$ cat src/rtl/control_sequencer.sv
// control_sequencer
//   Hardwired control unit. Steps each instruction through T0..T7 and drives
//   the register select/encode strobes, bus enables, memory strobes and the
//   ALU function code consumed by the datapath.
//
//   Ports
//     clock      in   system clock, all state updates on posedge
//     clear      in   synchronous active-high reset; abandons any instruction
//     ir         in   instruction register, opcode in ir[31:27]
//     con_ff     in   branch condition flip-flop
//     mem_ready  in   memory done strobe (only used when MEM_WAIT_EN is defined)
//     stop       in   level; while high the sequencer parks in T0
//     run        out  1 = executing, 0 = halted or parked
//     pc_out .. con_in, mem_read, mem_write       datapath/bus/memory strobes
//     gra, grb, grc, r_in, r_out, ba_out, c_out   select/encode controls
//     alu_op     out  ALU function code
//
//   Build option
//     MEM_WAIT_EN  when defined, memory states (T1, ld T6, st T7) hold until
//                  mem_ready=1; otherwise every memory state lasts one cycle.
//
//   Outputs are a decode of the state register plus the opcode. clear and a
//   parked T0 (stop high) force every strobe low so the datapath sees a
//   quiet cycle. The opcode must be visible on ir by T2, because T2 decides
//   whether the instruction ends early (nop) or halts.
module control_sequencer #(
  parameter int unsigned     OPW    = 5,
  parameter logic [OPW-1:0]  ADD_OP = 5'b00011
) (
  input  logic           clock,
  input  logic           clear,
  input  logic [31:0]    ir,
  input  logic           con_ff,
  input  logic           mem_ready,
  input  logic           stop,
  output logic           run,
  output logic           pc_out,
  output logic           pc_in,
  output logic           inc_pc,
  output logic           mar_in,
  output logic           mdr_in,
  output logic           mdr_out,
  output logic           ir_in,
  output logic           y_in,
  output logic           z_in,
  output logic           zlo_out,
  output logic           con_in,
  output logic           mem_read,
  output logic           mem_write,
  output logic           gra,
  output logic           grb,
  output logic           grc,
  output logic           r_in,
  output logic           r_out,
  output logic           ba_out,
  output logic           c_out,
  output logic [OPW-1:0] alu_op
);

  typedef enum logic [3:0] {
    S_T0   = 4'd0,
    S_T1   = 4'd1,
    S_T2   = 4'd2,
    S_T3   = 4'd3,
    S_T4   = 4'd4,
    S_T5   = 4'd5,
    S_T6   = 4'd6,
    S_T7   = 4'd7,
    S_HALT = 4'd8
  } state_e;

  state_e         state_q;
  state_e         state_d;

  logic [OPW-1:0] opcode_s;
  logic           is_ld_s;
  logic           is_ldi_s;
  logic           is_st_s;
  logic           is_alu_s;
  logic           is_imm_s;
  logic           is_br_s;
  logic           is_jr_s;
  logic           is_halt_s;
  logic           is_exec_s;
  logic           mem_go_s;
  logic           unused_s;

  assign opcode_s  = ir[31:32-OPW];
  assign is_ld_s   = (opcode_s == 5'b00000);
  assign is_ldi_s  = (opcode_s == 5'b00001);
  assign is_st_s   = (opcode_s == 5'b00010);
  assign is_alu_s  = (opcode_s >= 5'b00011) && (opcode_s <= 5'b01011);
  assign is_imm_s  = (opcode_s >= 5'b01100) && (opcode_s <= 5'b01110);
  assign is_br_s   = (opcode_s == 5'b10010);
  assign is_jr_s   = (opcode_s == 5'b10100);
  assign is_halt_s = (opcode_s == 5'b11011);
  // Anything not listed here (including the explicit nop) ends after fetch.
  assign is_exec_s = is_ld_s | is_ldi_s | is_st_s | is_alu_s | is_imm_s |
                     is_br_s | is_jr_s;

`ifdef MEM_WAIT_EN
  assign mem_go_s = mem_ready;
  assign unused_s = ^ir[31-OPW:0];
`else
  assign mem_go_s = 1'b1;
  assign unused_s = ^{ir[31-OPW:0], mem_ready};
`endif

  // State register: clear abandons whatever is in flight and restarts at T0.
  always_ff @(posedge clock) begin
    if (clear) begin
      state_q <= S_T0;
    end else begin
      state_q <= state_d;
    end
  end

  // Next-state logic: step sequence per opcode class, with memory stalls.
  always_comb begin
    state_d = state_q;
    case (state_q)
      S_T0: begin
        if (stop) begin
          state_d = S_T0;
        end else begin
          state_d = S_T1;
        end
      end
      S_T1: begin
        if (mem_go_s) begin
          state_d = S_T2;
        end else begin
          state_d = S_T1;
        end
      end
      S_T2: begin
        if (is_halt_s) begin
          state_d = S_HALT;
        end else if (is_exec_s) begin
          state_d = S_T3;
        end else begin
          state_d = S_T0;
        end
      end
      S_T3: begin
        if (is_jr_s) begin
          state_d = S_T0;
        end else begin
          state_d = S_T4;
        end
      end
      S_T4: state_d = S_T5;
      S_T5: begin
        if (is_ld_s || is_st_s || is_br_s) begin
          state_d = S_T6;
        end else begin
          state_d = S_T0;
        end
      end
      S_T6: begin
        if (is_ld_s) begin
          if (mem_go_s) begin
            state_d = S_T7;
          end else begin
            state_d = S_T6;
          end
        end else if (is_st_s) begin
          state_d = S_T7;
        end else begin
          state_d = S_T0;
        end
      end
      S_T7: begin
        if (is_st_s && !mem_go_s) begin
          state_d = S_T7;
        end else begin
          state_d = S_T0;
        end
      end
      S_HALT:  state_d = S_HALT;
      default: state_d = S_T0;
    endcase
  end

  // Run flag: low only while halted or parked in T0 by stop; clear wins.
  always_comb begin
    if (clear) begin
      run = 1'b1;
    end else if (state_q == S_HALT) begin
      run = 1'b0;
    end else if ((state_q == S_T0) && stop) begin
      run = 1'b0;
    end else begin
      run = 1'b1;
    end
  end

  // Control decode: one bus driver at most per step, strobes quiet under clear.
  always_comb begin
    pc_out    = 1'b0;
    pc_in     = 1'b0;
    inc_pc    = 1'b0;
    mar_in    = 1'b0;
    mdr_in    = 1'b0;
    mdr_out   = 1'b0;
    ir_in     = 1'b0;
    y_in      = 1'b0;
    z_in      = 1'b0;
    zlo_out   = 1'b0;
    con_in    = 1'b0;
    mem_read  = 1'b0;
    mem_write = 1'b0;
    gra       = 1'b0;
    grb       = 1'b0;
    grc       = 1'b0;
    r_in      = 1'b0;
    r_out     = 1'b0;
    ba_out    = 1'b0;
    c_out     = 1'b0;
    alu_op    = {OPW{1'b0}};
    if (clear) begin
      alu_op = {OPW{1'b0}};
    end else begin
      case (state_q)
        S_T0: begin
          if (!stop) begin
            pc_out = 1'b1;
            mar_in = 1'b1;
            inc_pc = 1'b1;
          end else begin
            pc_out = 1'b0;
          end
        end
        S_T1: begin
          mem_read = 1'b1;
          mdr_in   = 1'b1;
        end
        S_T2: begin
          mdr_out = 1'b1;
          ir_in   = 1'b1;
        end
        S_T3: begin
          if (is_jr_s) begin
            gra   = 1'b1;
            r_out = 1'b1;
            pc_in = 1'b1;
          end else if (is_br_s) begin
            gra    = 1'b1;
            r_out  = 1'b1;
            con_in = 1'b1;
          end else if (is_ld_s || is_ldi_s || is_st_s) begin
            // Base register, or zero when the base field is r0.
            grb    = 1'b1;
            ba_out = 1'b1;
            y_in   = 1'b1;
          end else if (is_alu_s || is_imm_s) begin
            grb   = 1'b1;
            r_out = 1'b1;
            y_in  = 1'b1;
          end else begin
            grb = 1'b0;
          end
        end
        S_T4: begin
          if (is_alu_s) begin
            grc    = 1'b1;
            r_out  = 1'b1;
            z_in   = 1'b1;
            alu_op = opcode_s;
          end else if (is_imm_s) begin
            c_out  = 1'b1;
            z_in   = 1'b1;
            alu_op = opcode_s;
          end else if (is_ld_s || is_ldi_s || is_st_s) begin
            c_out  = 1'b1;
            z_in   = 1'b1;
            alu_op = ADD_OP;
          end else if (is_br_s) begin
            pc_out = 1'b1;
            y_in   = 1'b1;
          end else begin
            z_in = 1'b0;
          end
        end
        S_T5: begin
          if (is_alu_s || is_imm_s || is_ldi_s) begin
            zlo_out = 1'b1;
            gra     = 1'b1;
            r_in    = 1'b1;
          end else if (is_ld_s || is_st_s) begin
            zlo_out = 1'b1;
            mar_in  = 1'b1;
          end else if (is_br_s) begin
            c_out  = 1'b1;
            z_in   = 1'b1;
            alu_op = ADD_OP;
          end else begin
            zlo_out = 1'b0;
          end
        end
        S_T6: begin
          if (is_ld_s) begin
            mem_read = 1'b1;
            mdr_in   = 1'b1;
          end else if (is_st_s) begin
            gra    = 1'b1;
            r_out  = 1'b1;
            mdr_in = 1'b1;
          end else if (is_br_s && con_ff) begin
            // Branch taken: the computed target goes to the PC.
            zlo_out = 1'b1;
            pc_in   = 1'b1;
          end else begin
            pc_in = 1'b0;
          end
        end
        S_T7: begin
          if (is_ld_s) begin
            mdr_out = 1'b1;
            gra     = 1'b1;
            r_in    = 1'b1;
          end else if (is_st_s) begin
            mem_write = 1'b1;
          end else begin
            mem_write = 1'b0;
          end
        end
        S_HALT:  alu_op = {OPW{1'b0}};
        default: alu_op = {OPW{1'b0}};
      endcase
    end
  end

endmodule

$ cat config.mk
export PLATFORM = sky130hd
export DESIGN_NAME = control_sequencer
export DESIGN_NICKNAME = d
export VERILOG_FILES = /design/src/rtl/control_sequencer.sv
export SDC_FILE = /design/constraint.sdc
export NUM_CORES = 1
export LEC_CHECK = 0
export CORE_AREA = 3 3 49 56
export CTS_BUF_LIST = sky130_fd_sc_hd__clkbuf_16
export CTS_CLUSTER_SIZE = 14
export DETAILED_ROUTE_END_ITERATION = 10
export DIE_AREA = 0 0 52 59
export GPL_ROUTABILITY_DRIVEN = 0
export HOLD_SLACK_MARGIN = 0.03
export PLACE_DENSITY = 0.86
export SETUP_SLACK_MARGIN = 0.4
export SLEW_MARGIN = 20
export SYNTH_ARGS = -nofsm -noshare
export SYNTH_HDL_FRONTEND = slang
export SYNTH_SLANG_ARGS = --single-unit
$ cat constraint.sdc
create_clock -name clock -period 4.4 [get_ports clock]
set_input_delay 0.44 -clock clock [delete_from_list [all_inputs] [get_ports clock]]
set_output_delay 0.44 -clock clock [all_outputs]
set_load 0.05 [all_outputs]
Yosys cells after proc, flatten, opt, wreduce, memory -nomap -nowiden
Cells that the tools add are included.

storage, ports and cells
  bits in registers = 4
  input bits = 37
  output and inout port bits = 26
  word-level logic and storage cells = 130

operators by class
  magnitude comparators = 4
  equal/unequal tests = 13
  muxes and demuxes = 94
  bitwise gates (word level) = 6
  reductions and logical operators = 12

operators by type and width
  operator                                                           count
  two-way mux 1 bit                                                  66
  one-hot mux 4 bit (8 select lines)                                 1
  one-hot mux 1 bit (2 select lines)                                 11
  equality test 4 x 3 -> 1 bit, second input constant                4
  equality test 5 bit, second input constant                         3
  two-way mux 5 bit                                                  3
  two-way mux 3 bit                                                  4
  less-or-equal comparator 5 x 4 -> 1 bit, second input constant     2
  two-way mux 2 bit                                                  5
  one-hot mux 5 bit (2 select lines)                                 1
  equality test 4 x 2 -> 1 bit, second input constant                2
  logical OR 1 bit                                                   6
  bitwise OR 1 bit                                                   6
  equality test 5 x 1 -> 1 bit, second input constant                1
  equality test 5 x 2 -> 1 bit, second input constant                1
  greater-or-equal comparator 5 x 2 -> 1 bit, second input constant  1
  greater-or-equal comparator 5 x 4 -> 1 bit, second input constant  1
  zero test 5 bit                                                    1
  equality test 4 x 1 -> 1 bit, second input constant                1
  equality test 4 bit, second input constant                         1
  logical AND 1 bit                                                  4
  zero test 4 bit                                                    1
  two-way mux 4 bit                                                  1
  one-hot mux 1 bit (4 select lines)                                 1
  one-hot mux 1 bit (3 select lines)                                 1

Longest topological paths before layout
  depth in word-level cells = 10
  mapped depth = 5

Least setup slack after synthesis
No wires, ideal clock.

  path kind = input to output
  from = in ir[30]
  to = out mem_read
  data arrival time = 3,671 ps
  required time = 3,960 ps
  path slack = 289 ps
  cell stages on the path = 5
  cell sequence = buf_2 -> or3_1 -> nor2_1 -> a22oi_1 -> a2111oi_0

on the way
  word-level cells in the longest chain between the ends = 4

RTL lines
  element                             RTL line  text
  start, declared                     32        input logic [31:0] ir,
  zero test 5 bit                     89        assign is_ld_s = (opcode_s == 5'b00000);
  two-way mux 1 bit                   302       if (is_ld_s) begin
  one-hot mux 1 bit (2 select lines)  224       case (state_q)
  two-way mux 1 bit                   221       if (clear) begin
  end, declared                       48        output logic mem_read,

No other way between the ends.

Worst setup path after layout
  from = in ir[27]
  to = out zlo_out

on the way
  word-level cells in the longest chain between the ends = 7
  elaborated cells between the ends (all ways) = 21
  classes of those cells = order compare: 4; eq/ne: 3; mux: 7; reduce/logical: 7

RTL lines
  element                                                                   RTL line     text
  greater-or-equal comparator 5 x 2 -> 1 bit, or another cell as far along  92           assign is_alu_s = (opcode_s >= 5'b00011) && (opcode_s <= 5'b01011);
  logical AND 1 bit (on tied branches)                                      92, 309, 93
  logical OR 1 bit or two-way mux 1 bit (tied branches)                     286, 309
  logical OR 1 bit or two-way mux 1 bit (tied branches)                     286, 305
  two-way mux 1 bit (on tied branches)                                      286, 302
  one-hot mux 1 bit (2 select lines) (*)                                    224
  two-way mux 1 bit (*)                                                     221
  end, declared                                                             46           output logic zlo_out,

Every way passes the cells marked *; elsewhere a longest branch is shown, timed or not.

==> qor.log <==
INFO  pwr            leakagePower=0.375nW
INFO  sta            clock-skew-final=0.887ps
INFO  pwr            power.density=226nW/um^2
INFO  yosys          synth_largest_area_cell=dfxtp_1
INFO  sta            timing.slew.headroom=56.7%
INFO  clocking       number_of_clock_buffers_inserted_by_tritoncts=3
INFO  clocking       ctsHtreeMaxLevel=1
INFO  sta            fin_hold_ws=784ps
INFO  worst_setup_path r2r_start=state_q[1]$_SDFF_PP0_
INFO  placed_design  dpl.hpwl=1.79mm
INFO  layout         largest_register_ff_count=4
INFO  worst_setup_path timing.critical_path.from=ir[27]
INFO  layout         most_frequent_cells_in_the_layout=clkdlybuf4s50_1 (33), nor2_1 (16), a21oi_1 (9)
INFO  yosys          ys_seq_elements=4
INFO  yosys          mappedNetlistArea=774squm
INFO  sta            min_period_over_period=81.6%
INFO  floorplan      fp.coreArea=2230squm
INFO  clocking       latest_clock_arrival_within_the_worst_skew_pair=220ps
INFO  pwr            vdd_drop_max=0.155mV
INFO  sta            tns=0ps
INFO  floorplan      design.portCount=63
INFO  floorplan      chipWidth=52um
INFO  layout         most_common_library_cell_in_the_layout_ignoring_fill_and_taps=clkdlybuf4s50_1
INFO  grt            overflow=0
INFO  status         run_status=finished clean
INFO  yosys          ys_top_cells_by_area=dfxtp_1 (10%), nor2_1 (7.8%), a21oi_1 (5.8%), nand3_1 (5.2%), or3_1 (4.8%)
INFO  clocking       holdBufCountCts=0
INFO  routing        detail_route.drc_violations=0
INFO  routing        dr_total_vias=1058
INFO  grt            grt_first_pass_wirelength=4.03mm
INFO  routing        drt-vias-per-instance=5.91
INFO  routing        drt-pass1-iter-count=4
INFO  routing        antenna_left=0
INFO  yosys          synth_top_cell_area_share=10.3%
INFO  layout         biggestRegsByFlops=state_q: 4 flops
INFO  floorplan      floorplan.initialDensity=34.7%
INFO  yosys          post_syn_area_per_cell=6.20squm
INFO  yosys          synthDistinctLibCells=38
INFO  worst_hold_path hold_path.class=reg -> reg
INFO  floorplan      floorplan.die_area=3070squm
INFO  pwr            sw_frac_of_total=30.5%
INFO  sta            fmax=0.279GHz
INFO  yosys          synthesis.yosys.warnings=0
INFO  clocking       tritoncts=built
INFO  worst_setup_path worst-endpoint-required=3960ps
INFO  sta            number_of_setup_violations_in_the_final_report=0
INFO  floorplan      die_h=59um
INFO  clocking       clk_pin_slew=30ps
INFO  layout         layout.filler_cells=208
INFO  placed_design  buffer_ports.inserted=33
INFO  sta            slew_viol_final=0
INFO  grt            grt_pass1_vias=877
INFO  pwr            comb_power_share=28.9%
INFO  sta            worst-slew-pin-transition=649ps
INFO  clocking       tritoncts_num_sinks=4
INFO  worst_setup_path r2r_slack=2700ps
INFO  sta            period_minus_slack=3590ps
INFO  worst_setup_path worstReg2RegEnd=state_q[1]$_SDFF_PP0_
INFO  sta            grt_setup_unrepaired=no
INFO  layout         drive_above_1_share=4.70%
INFO  clocking       longest_clk_path_bufs=2
INFO  clocking       post_cts_resized=0
INFO  job            drv.max_cap_violation_count=0
INFO  yosys          syn-num-nets=162
INFO  routing        route.final.wire_length=2.47mm
INFO  pwr            p_int=183uW
INFO  yosys          synthesis.instances=125
INFO  yosys          synth_sequential_area_ratio=10.3%
INFO  grt            pin_count_of_the_biggest_net_entering_global_routing=22
INFO  clocking       postCtsSetupBuffers=0
INFO  worst_setup_path r2r.worst_path.cells=4
INFO  layout         num_antenna_cells=0
INFO  pwr            seq_power_share=17.7%
INFO  layout         num-nets-final=188
INFO  grt            grt_use_total=16.7%
INFO  clocking       root_buffer=clkbuf_16
INFO  pwr            power.switching=80.5uW
INFO  worst_setup_path critPathLaunchType=input port
INFO  grt            antenna_found_initial=0
INFO  routing        drtIter0Drc=43
INFO  pwr            p_clk_share=53.4%
INFO  layout         register_ranked_first_by_flip_flop_count=state_q
INFO  worst_setup_path end_kind=output pin
INFO  layout         areaGrowthSynthToFinish=50.6%
INFO  worst_setup_path crit_fanout=10
INFO  sta            final_hold_viol_count=0
INFO  worst_setup_path cp-endpoint=zlo_out
INFO  routing        routed_wire_length_per_instance=13.8um
INFO  floorplan      row_count=18
INFO  worst_setup_path crit_type=in -> out
INFO  worst_setup_path critPathArrivalTime=3150ps
-- cell type report --
type,instances,area [sq um],share of cell area [%]
tap,30,37.5,3.22
sequential,4,80.1,6.87
clock buffer,3,75.1,6.44
timing repair buffer,35,345,29.6
multi-input combinational,104,617,52.9
inverter,3,11.3,0.966
-- Yosys cell counts --
master / instances
buf_4: 1
or4b_1: 1
nand3_1: 8
a22oi_1: 2
or3_1: 6
a2bb2oi_1: 1
inv_1: 3
a21o_1: 1
nand3b_1: 3
buf_2: 3
nor4b_1: 1
a31oi_1: 3
a41o_1: 1
dfxtp_1: 4
o31ai_1: 4
o22ai_1: 2
nor4_1: 4
or2_1: 1
or4b_4: 1
nand2b_1: 3
nand2_1: 7
mux2i_1: 1
nor2b_1: 5
nor3_1: 6
a2111oi_2: 1
a21oi_1: 9
o21ai_0: 4
conb_1: 1
and3_1: 4
o21bai_1: 2
o21a_1: 1
o41ai_1: 2
o211ai_1: 1
a2111oi_0: 1
or4_1: 1
buf_6: 1
clkbuf_1: 9
nor2_1: 16
-- worst min path at each step --
stage | from | end | slack, ps | cells past startpoint
after floorplan | state_q[1]$_SDFF_PP0_ | state_q[2]$_SDFF_PP0_ | 570 | 2
after global placement | state_q[2]$_SDFF_PP0_ | state_q[3]$_SDFF_PP0_ | 730 | 1
after detailed placement | state_q[2]$_SDFF_PP0_ | state_q[3]$_SDFF_PP0_ | 760 | 1
after CTS | state_q[0]$_SDFF_PP0_ | state_q[1]$_SDFF_PP0_ | 770 | 2
after global routing | state_q[0]$_SDFF_PP0_ | state_q[1]$_SDFF_PP0_ | 850 | 2
final | state_q[0]$_SDFF_PP0_ | state_q[1]$_SDFF_PP0_ | 780 | 2
-- logic make-up after synthesis --
kind of cell,share of synthesized area [%]
mux,1.29
flops,10.3
buf+inv,10.2
compound gates,30.9
simple gates,46.9
other cells,0.484
-- critical path: stages --
cell	delay, ps
clkdlybuf4s50_1	580
or3_1	500
or3_1	420
or2_1	260
o41ai_1	80
clkdlybuf4s50_1	870
-- metal layers --
layer | part of all wire [%] | wire (um) | GRT usage [%]
met5 | 0 | 0 | 0
met4 | 0 | 0 | 4.49
met3 | 6.9 | 170 | 1.26
met2 | 49 | 1220 | 27.3
met1 | 44 | 1090 | 23.3
-- per-stage QoR --
| step | instances | power [mW] | cell area, sq um | util [%] | worst slack [ps] |
|---|---|---|---|---|---|
| 2_1_floorplan | 125 | 0.100 | 776 | - | 951 |
| 3_3_place_gp | 176 | 0.120 | 1090 | 48.9 | 857 |
| 3_5_place_dp | 176 | 0.122 | 1090 | 48.9 | 817 |
| 4_1_cts | 179 | 0.264 | 1170 | 52.3 | 809 |
| 5_1_grt | 179 | 0.276 | 1170 | 52.3 | 659 |
| 6_report | 179 | 0.264 | 1170 | 52.3 | 811 |
-- power by group through the flow --
| stage | Combinational (mW) | Sequential (mW) | Clock (mW) |
|---|---|---|---|
| after floorplan | 0.0595 | 0.0406 | 0 |
| after global placement | 0.0741 | 0.0459 | 0 |
| after detailed placement | 0.0754 | 0.0466 | 0 |
| after CTS | 0.0760 | 0.0462 | 0.142 |
| after global routing | 0.0821 | 0.0474 | 0.146 |
| final | 0.0763 | 0.0466 | 0.141 |
(Power assumes the default switching activity.)
